**config.mk**
```make
export PLATFORM = sky130hd
export DESIGN_NAME = pipe_stage_reg
export DESIGN_NICKNAME = d
export VERILOG_FILES = /design/src/rtl/pipe_stage_reg.sv
export SDC_FILE = /design/constraint.sdc
export NUM_CORES = 1
export LEC_CHECK = 0
export CAP_MARGIN = 5
export CORE_MARGIN = 8
export CORE_UTILIZATION = 40
export DETAILED_ROUTE_END_ITERATION = 7
export PLACE_DENSITY = 0.79
export SLEW_MARGIN = 10
export SYNTH_ARGS = -nofsm -noshare
export SYNTH_HDL_FRONTEND = slang
export SYNTH_SLANG_ARGS = --single-unit
```
**constraint.sdc**
```tcl
create_clock -name clk -period 1.7 [get_ports clk]
set_input_delay 0.34 -clock clk [delete_from_list [all_inputs] [get_ports clk]]
set_output_delay 0.34 -clock clk [all_outputs]
set_load 0.02 [all_outputs]
```
**src/rtl/pipe_stage_reg.sv**
```systemverilog
`default_nettype none
// ============================================================================
// Module      : pipe_stage_reg
// Description : Valid/ready pipeline stage register with optional two-entry
//               skid buffer, flush kill, bubble insertion and saturating
//               stall / flush statistics counters.
// Revision    : 1.0 - initial release
// ============================================================================
module pipe_stage_reg #(
  parameter int unsigned           DATA_W  = 64,
  parameter int unsigned           SKID_EN = 1,
  parameter logic [DATA_W-1:0]     NOP_VAL = '0,
  parameter int unsigned           CNT_W   = 16
) (
  input  logic              clk,
  input  logic              rst,
  input  logic              in_valid,
  output logic              in_ready,
  input  logic [DATA_W-1:0] in_data,
  input  logic              flush,
  output logic              out_valid,
  input  logic              out_ready,
  output logic [DATA_W-1:0] out_data,
  output logic [CNT_W-1:0]  stall_cnt,
  output logic [CNT_W-1:0]  flush_cnt
);

  localparam logic [CNT_W-1:0] CNT_MAX = '1;

  // Stage view shared by both storage variants
  logic              w_out_valid;
  logic              w_in_ready;
  logic [DATA_W-1:0] w_head_data;
  logic              w_in_xfer;

  assign w_in_xfer = in_valid && w_in_ready;

  generate
    if (SKID_EN != 0) begin : g_skid
      typedef enum logic [1:0] {
        ST_EMPTY = 2'd0,
        ST_FULL  = 2'd1,
        ST_SKID  = 2'd2
      } state_t;

      state_t            state_q, state_d;
      logic [DATA_W-1:0] main_q, main_d;
      logic [DATA_W-1:0] skid_q, skid_d;
      logic              in_ready_q;
      logic              w_out_xfer;

      assign w_out_xfer = (state_q != ST_EMPTY) && out_ready;

      // Next-state and payload movement; flush wins over every transfer
      always_comb begin
        state_d = state_q;
        main_d  = main_q;
        skid_d  = skid_q;
        case (state_q)
          ST_EMPTY: begin
            if (w_in_xfer) begin
              state_d = ST_FULL;
              main_d  = in_data;
            end
          end
          ST_FULL: begin
            if (w_in_xfer && w_out_xfer) begin
              main_d = in_data;
            end else if (w_out_xfer) begin
              state_d = ST_EMPTY;
            end else if (w_in_xfer) begin
              state_d = ST_SKID;
              skid_d  = in_data;
            end
          end
          ST_SKID: begin
            if (w_out_xfer) begin
              state_d = ST_FULL;
              main_d  = skid_q;
            end
          end
          default: state_d = ST_EMPTY;
        endcase
        if (flush) begin
          state_d = ST_EMPTY;
        end
      end

      // State registers; in_ready is precomputed from the next state so it
      // leaves the stage straight from a flop
      always_ff @(posedge clk) begin
        if (rst) begin
          state_q    <= ST_EMPTY;
          main_q     <= NOP_VAL;
          skid_q     <= NOP_VAL;
          in_ready_q <= 1'b1;
        end else begin
          state_q    <= state_d;
          main_q     <= main_d;
          skid_q     <= skid_d;
          in_ready_q <= (state_d != ST_SKID);
        end
      end

      assign w_out_valid = (state_q != ST_EMPTY);
      assign w_in_ready  = in_ready_q;
      assign w_head_data = main_q;
    end else begin : g_single
      logic              valid_q, valid_d;
      logic [DATA_W-1:0] data_q, data_d;

      // Single entry: refill on any input transfer, empty on a bare output
      always_comb begin
        valid_d = valid_q;
        data_d  = data_q;
        if (w_in_xfer) begin
          valid_d = 1'b1;
          data_d  = in_data;
        end else if (valid_q && out_ready) begin
          valid_d = 1'b0;
        end
        if (flush) begin
          valid_d = 1'b0;
        end
      end

      // Single-entry storage
      always_ff @(posedge clk) begin
        if (rst) begin
          valid_q <= 1'b0;
          data_q  <= NOP_VAL;
        end else begin
          valid_q <= valid_d;
          data_q  <= data_d;
        end
      end

      assign w_out_valid = valid_q;
      assign w_in_ready  = !valid_q || out_ready;
      assign w_head_data = data_q;
    end
  endgenerate

  logic [CNT_W-1:0] stall_cnt_q, stall_cnt_d;
  logic [CNT_W-1:0] flush_cnt_q, flush_cnt_d;

  // Saturating statistics; a flush only counts if it actually killed a payload
  always_comb begin
    stall_cnt_d = stall_cnt_q;
    flush_cnt_d = flush_cnt_q;
    if (w_out_valid && !out_ready && (stall_cnt_q != CNT_MAX)) begin
      stall_cnt_d = stall_cnt_q + CNT_W'(1);
    end
    if (flush && (w_out_valid || w_in_xfer) && (flush_cnt_q != CNT_MAX)) begin
      flush_cnt_d = flush_cnt_q + CNT_W'(1);
    end
  end

  // Counter registers
  always_ff @(posedge clk) begin
    if (rst) begin
      stall_cnt_q <= '0;
      flush_cnt_q <= '0;
    end else begin
      stall_cnt_q <= stall_cnt_d;
      flush_cnt_q <= flush_cnt_d;
    end
  end

  assign in_ready  = w_in_ready;
  assign out_valid = w_out_valid;
  assign out_data  = w_out_valid ? w_head_data : NOP_VAL;
  assign stall_cnt = stall_cnt_q;
  assign flush_cnt = flush_cnt_q;

endmodule
`default_nettype wire

```
==> flow_summary.json, run 1 <==
{
  "drive_above_1_share_pct": 26.45,
  "cts-htree-levels": 4,
  "violations": "setup timing",
  "synth_edf_count": 0,
  "setup_ws_ps": -201.3,
  "end_kind": "output port",
  "drtPass1Iterations": 7,
  "use_met1_pct": 19.76,
  "top_usage_layer": "met2",
  "drv_slew": 0,
  "critical_path.startpoint": "g_skid.state_q[0]",
  "crit_fanout": 19,
  "drtAntennaViolNets": 0,
  "critPathLaunchType": "flip-flop",
  "async_flop_share_pct": 0,
  "path_cells": "or2_4 -> buf_16 -> and2_1 -> buf_2",
  "cts_buffers": 17,
  "status": "complete, but fails checks",
  "setup_violations": 72,
  "hold_violations": 0,
  "path_class": "flip-flop to output port",
  "drtIter0Drc": 344,
  "dieArea_um2": 23340,
  "drc": 0,
  "boundaryPins": 167,
  "nets": 1158,
  "cts_tree": "done",
  "critical_path_arrival_ps": 1560,
  "cp-endpoint": "out_data[27]",
  "grt_pass1_wl_um": 33880,
  "yosys_warnings": 0,
  "worstReg2RegStart": "g_skid.state_q[0]",
  "clock_path_buffers": 2,
  "relSlewSlack_pct": 65.71,
  "syn_avg_cell_area_um2": 8.650,
  "holdCritPathClass": "primary input to flip-flop",
  "period_needed_ps": 1901,
  "fin_skew_ps": 10.93,
  "ff2ff_setup_slack_ps": -70,
  "dr_total_vias": 6958,
  "crit_slowest_cell": "or2_4",
  "clock_sinks": 163,
  "clk_pin_slew_ps": 60,
  "overflow": 0,
  "period_share_pct": 111.8,
  "power_w": 0.008869,
  "ys_ff_latch": 163,
  "met2_usage_pct": 31.38,
  "ff2ff_path_depth": 9,
  "viasPerCell": 5.208,
  "reg2reg_to": "g_skid.main_q[25]",
  "dp_hpwl_um": 14180,
  "gp_congestion": 0.8619,
  "power.leakage_nw": 4.899,
  "syn_area_um2": 7482,
  "core_um2": 18520,
  "fmax_ghz": 0.5259,
  "rsz0062_at_grt": "yes",
  "irDropWorstVdd_mv": 0.6901,
  "tightest_slew_ps": 514.4,
  "portBuffers": 166,
  "synthFlopType": "dfxtp_1",
  "syn_nets": 936,
  "avgRoutedWirePerCell_um": 16.52,
  "cap_violations": 0,
  "totalWireLength_um": 22070,
  "clk_latency_ps": 420,
  "rows": 50,
  "antenna_found_initial": 3,
  "final.setup.tns_ps": -10480,
  "slowest_delay_ps": 320,
  "grt_pass1_vias": 6590,
  "start_util_pct": 40.41,
  "netlist_instances": 865,
  "syn_to_final_growth_pct": 46.37,
  "hp-start": "out_ready",
  "nFillCells": 1605,
  "yosysUniqueCellTypes": 55,
  "p_per_area_nw_per_um2": 809.8,
  "hold_ws_ps": 277.0,
  "die-width_um": 152.8,
  "met3_usage_pct": 4.396,
  "grt_usage_pct": 17.54,
  "worst_ep_required_time_ps": 1360,
  "die_y_um": 152.8,
  "clockRootBuffer": "clkbuf_16",
  "grt_start_max_net_pins": 61,
  "yosysSeqAreaShare_pct": 43.61,
  "hold_depth": 2
}
-- registers in the layout, indices dropped and copies added (netlist names) --
signal / count
g_skid.skid_q: 64
g_skid.state_q: 2
stall_cnt: 16
flush_cnt: 16
in_ready: 1
g_skid.main_q: 64
-- logic make-up after synthesis --
group | share of synthesized area (%)
muxes | 10.67
and+or+nand+nor | 25.50
buffers and inverters | 4.565
AOI/OAI and AO/OA | 15.32
adders and majority gates | 0.3344
DFF | 43.61
-- timing repair --
action	4_1_cts	5_1_grt
hold buffers	0	0
resized for setup	342	81
buffers inserted	3	11
pin swaps	28	28
gates cloned	5	12
setup endpoints to repair	103	147
-- area by class of cell --
| type | instances | area [µm²] | area share, % |
|---|---|---|---|
| timing repair buffer | 269 | 2655 | 24.24 |
| inverter | 6 | 22.52 | 0.2056 |
| tap | 234 | 292.8 | 2.673 |
| clock inverter | 12 | 96.34 | 0.8797 |
| antenna | 2 | 5.005 | 0.04570 |
| multi-input combinational | 630 | 4131 | 37.72 |
| sequential | 163 | 3292 | 30.06 |
| clock buffer | 20 | 456.7 | 4.170 |
-- how the worst min path moves through the flow --
stage / end / slack (ps)
final: in_ready / 280
after global placement: g_skid.skid_q[41] / 440
after floorplan: g_skid.skid_q[0] / 440
after detailed placement: g_skid.skid_q[61] / 450
after global routing: in_ready / 300
after CTS: flush_cnt[6] / 360
-- stage by stage --
step / util (%) / std cells / setup slack [ps] / area (µm²)
3_3_place_gp: 53.35 / 1272 / -336.9 / 9879
5_1_grt: 59.14 / 1336 / -239.3 / 10950
3_5_place_dp: 53.35 / 1272 / -365.1 / 9879
6_report: 59.14 / 1336 / -201.3 / 10950
4_1_cts: 55.91 / 1312 / -227.7 / 10350
2_1_floorplan: - / 865 / 0.6304 / 7511
-- where the power goes --
| group | switching [W] | internal, W |
|---|---|---|
| sequential | 0.0000774 | 0.00397 |
| combinational | 0.000576 | 0.000639 |
| clock | 0.00163 | 0.00197 |
| total | 0.00229 | 0.00658 |
-- layer usage --
layer	vias up	part of all wire (%)	wire [µm]
met1	3302	43	9400
met2	155	51	11150
li1	3473	-	-
met4	2	1.8	403
met5	-	0.041	9
met3	26	5.0	1108
-- placed cells by master (no fill, tap or decap), types with 4 or more instances in the layout --
cell type / Yosys / layout
inv_1: 6 / 5
dlygate4sd2_1: 0 / 32
buf_12: 0 / 13
dfxtp_1: 163 / 146
mux2_1: 6 / 6
mux2i_1: 67 / 67
a211oi_2: 0 / 26
or4_1: 9 / 9
buf_2: 21 / 43
buf_4: 12 / 64
nand2_1: 141 / 140
clkdlybuf4s50_1: 0 / 66
or3_1: 4 / 4
clkbuf_16: 0 / 26
a21oi_1: 84 / 84
nor2b_1: 12 / 12
a211oi_1: 66 / 40
nor4_1: 7 / 7
nor2_1: 80 / 80
buf_6: 0 / 34
o21ai_0: 4 / 4
o31ai_1: 11 / 10
and2_4: 0 / 16
nand4_1: 8 / 8
and2_1: 67 / 50
dfxtp_2: 0 / 14
nand3_1: 10 / 10
-- Yosys cell counts (6+ instances only) --
cell,count,area (µm²)
a211oi_1,66,495.5
a21oi_1,84,420.4
and2_1,67,419.2
buf_2,21,105.1
buf_4,12,90.09
clkbuf_1,32,120.1
dfxtp_1,163,3263
inv_1,6,22.52
mux2_1,6,67.56
mux2i_1,67,670.6
nand2_1,141,529.3
nand3_1,10,50.05
nand4_1,8,50.05
nor2_1,80,300.3
nor2b_1,12,75.07
nor4_1,7,43.79
o31ai_1,11,82.58
or4_1,9,67.56
-- critical path, delay by kind of cell (launching register included) --
kind / cells / cell delay [ps]
DFF: 1 / 310
and+or+nand+nor: 2 / 490
buffers and inverters: 2 / 340
Power figures use the tool's default switching activity.
==> run 2: changes to the inputs <==
- CORE_MARGIN: 8 -> 2
==> flow_summary.json, run 2 (synthesis gave the netlist of run 1 again) <==
{
  "layout_common_cells": "dfxtp_1, nand2_1, a21oi_1",
  "drive_above_1_share_pct": 23.90,
  "clock_path_buffers": 2,
  "dpl-instance-area_um2": 9792,
  "violations": "setup timing",
  "drc": 0,
  "critical_path.startpoint": "g_skid.state_q[1]",
  "cts-htree-levels": 4,
  "cp.buffers_inverters": 2,
  "tightest_slew_ps": 517.5,
  "rows": 50,
  "dr_total_vias": 6833,
  "hold_violations": 0,
  "rsz0062_at_grt": "yes",
  "dp_hpwl_um": 12980,
  "worstReg2RegStart": "g_skid.state_q[0]",
  "slowest_delay_ps": 310,
  "die-width_um": 140.8,
  "cp-endpoint": "out_data[13]",
  "period_share_pct": 108.3,
  "worst-path-stages": 4,
  "cap_violations": 0,
  "crit_slowest_cell": "dfxtp_2",
  "nets": 1129,
  "relSlewSlack_pct": 65.50,
  "cts_buffers": 17,
  "critPathLaunchType": "flip-flop",
  "hp-start": "out_ready",
  "power.leakage_nw": 4.705,
  "cp_top_family": "simple AND/OR/NAND/NOR gates",
  "grt_usage_pct": 18.93,
  "setup_violations": 83,
  "final_area_um2": 10640,
  "dieArea_um2": 19810,
  "irDropWorstVdd_mv": 0.6540,
  "grt_pass1_vias": 6337,
  "drtPass1Iterations": 5,
  "reg_top3": "g_skid.main_q: 64 flops, g_skid.skid_q: 64 flops",
  "syn_to_final_growth_pct": 42.24,
  "holdCritPathClass": "primary input to flip-flop",
  "antenna_found_initial": 3,
  "gp_congestion": 0.8599,
  "grt_pass1_wl_um": 30990,
  "viasPerCell": 5.228,
  "drtAntennaViolNets": 0,
  "portBuffers": 166,
  "grt_start_max_net_pins": 57,
  "period_needed_ps": 1841,
  "layout_commonest_cell": "dfxtp_1",
  "clock_sinks": 163,
  "cts_tree": "done",
  "die_y_um": 140.8,
  "final.setup.tns_ps": -7483,
  "totalWireLength_um": 19870,
  "clk_pin_slew_ps": 60,
  "status": "complete, but fails checks",
  "clk_latency_ps": 410,
  "worst_ep_required_time_ps": 1360,
  "ff2ff_setup_slack_ps": -10,
  "drtIter0Drc": 365,
  "core_um2": 18520,
  "fmax_ghz": 0.5431,
  "fin_skew_ps": 9.416,
  "clockRootBuffer": "clkbuf_16",
  "hold_buffers": 0,
  "setup_ws_ps": -141.4,
  "boundaryPins": 167,
  "avgRoutedWirePerCell_um": 15.20,
  "reg2reg_to": "g_skid.main_q[10]",
  "end_kind": "output port",
  "drv_slew": 0,
  "ff2ff_path_depth": 7,
  "path_class": "flip-flop to output port",
  "critical_path_arrival_ps": 1500,
  "p_per_area_nw_per_um2": 858.1,
  "path_cells": "or2_4 -> buf_12 -> and2_1 -> buf_2",
  "overflow": 0,
  "crit_fanout": 28,
  "start_util_pct": 40.41
}
==> run 2: cell count changes in the layout (fill, tap and decap cells not counted), moves of 3 or more <==
| cell | previous run | this run |
|---|---|---|
| a211oi_2 | 26 | 18 |
| and2_1 | 50 | 54 |
| buf_4 | 64 | 51 |
| nor2_2 | 0 | 3 |
| and2_4 | 16 | 12 |
| buf_6 | 34 | 28 |
| clkinvlp_4 | 3 | 0 |
| bufinv_16 | 0 | 3 |
| a211oi_1 | 40 | 48 |
| nor2_1 | 80 | 77 |
| buf_12 | 13 | 10 |
==> run 2: how the worst min path moves through the flow <==
stage | endpoint | slack [ps] | cells past startpoint
finish | in_ready | 350 | 2
global route | in_ready | 390 | 2
CTS | flush_cnt[6] | 380 | 2
detailed placement | g_skid.skid_q[41] | 450 | 2
global placement | g_skid.skid_q[40] | 440 | 2
floorplan | g_skid.skid_q[0] | 440 | 2
==> run 2: report_power, final <==
part	total [W]	internal (W)	switching (W)
Combinational	0.00107	0.000544	0.000531
Sequential	0.00405	0.00397	0.0000758
Clock	0.00401	0.00245	0.00156
Total	0.00913	0.00697	0.00216
==> run 2: metal layers <==
| layer | global-route usage (%) | part of all wire, % | vias up |
|---|---|---|---|
| met5 | 0 | 0.065 | - |
| met3 | 3.465 | 4.0 | 29 |
| li1 | - | - | 3413 |
| met2 | 33.32 | 50 | 157 |
| met1 | 22.79 | 43 | 3232 |
| met4 | 7.789 | 2.3 | 2 |
==> run 2: cell type report <==
cell class	count	area, µm²
fillers	1643	7875
multi-input cells	630	4121
flip-flops and latches	163	3291
repair buffers	240	2291
clock buffers	21	471.7
well taps	234	292.8
clock inverters	11	147.6
inverters	6	22.52
diodes	2	5.005
==> run 2: stage by stage <==
stage / worst slack [ps] / total power (W) / std cells / hold slack, ps / util (%)
5_1_grt: -192.0 / 0.009494 / 1307 / 388.0 / 57.47
2_1_floorplan: 0.6304 / 0.004621 / 865 / 435.7 / -
6_report: -141.4 / 0.009133 / 1307 / 352.9 / 57.47
4_1_cts: -159.1 / 0.009063 / 1294 / 375.7 / 54.87
3_3_place_gp: -342.8 / 0.005055 / 1262 / 440.6 / 52.88
3_5_place_dp: -445.2 / 0.005083 / 1262 / 445.8 / 52.88
==> run 2: worst register-to-register path, cell delays in order, from the launching register on <==
cell and delay [ps]:
dfxtp_2 320, buf_6 130, nor2b_4 140, o31ai_4 410, clkbuf_16 250, buf_6 110
clkbuf_16 160, a211oi_1 80
==> run 2: what timing repair did <==
item / CTS / global route
endpoints found under the setup margin: 99 / 148
pin swaps: 0 / 51
setup buffers: 0 / 4
gates resized for setup: 331 / 76
gates cloned: 0 / 7
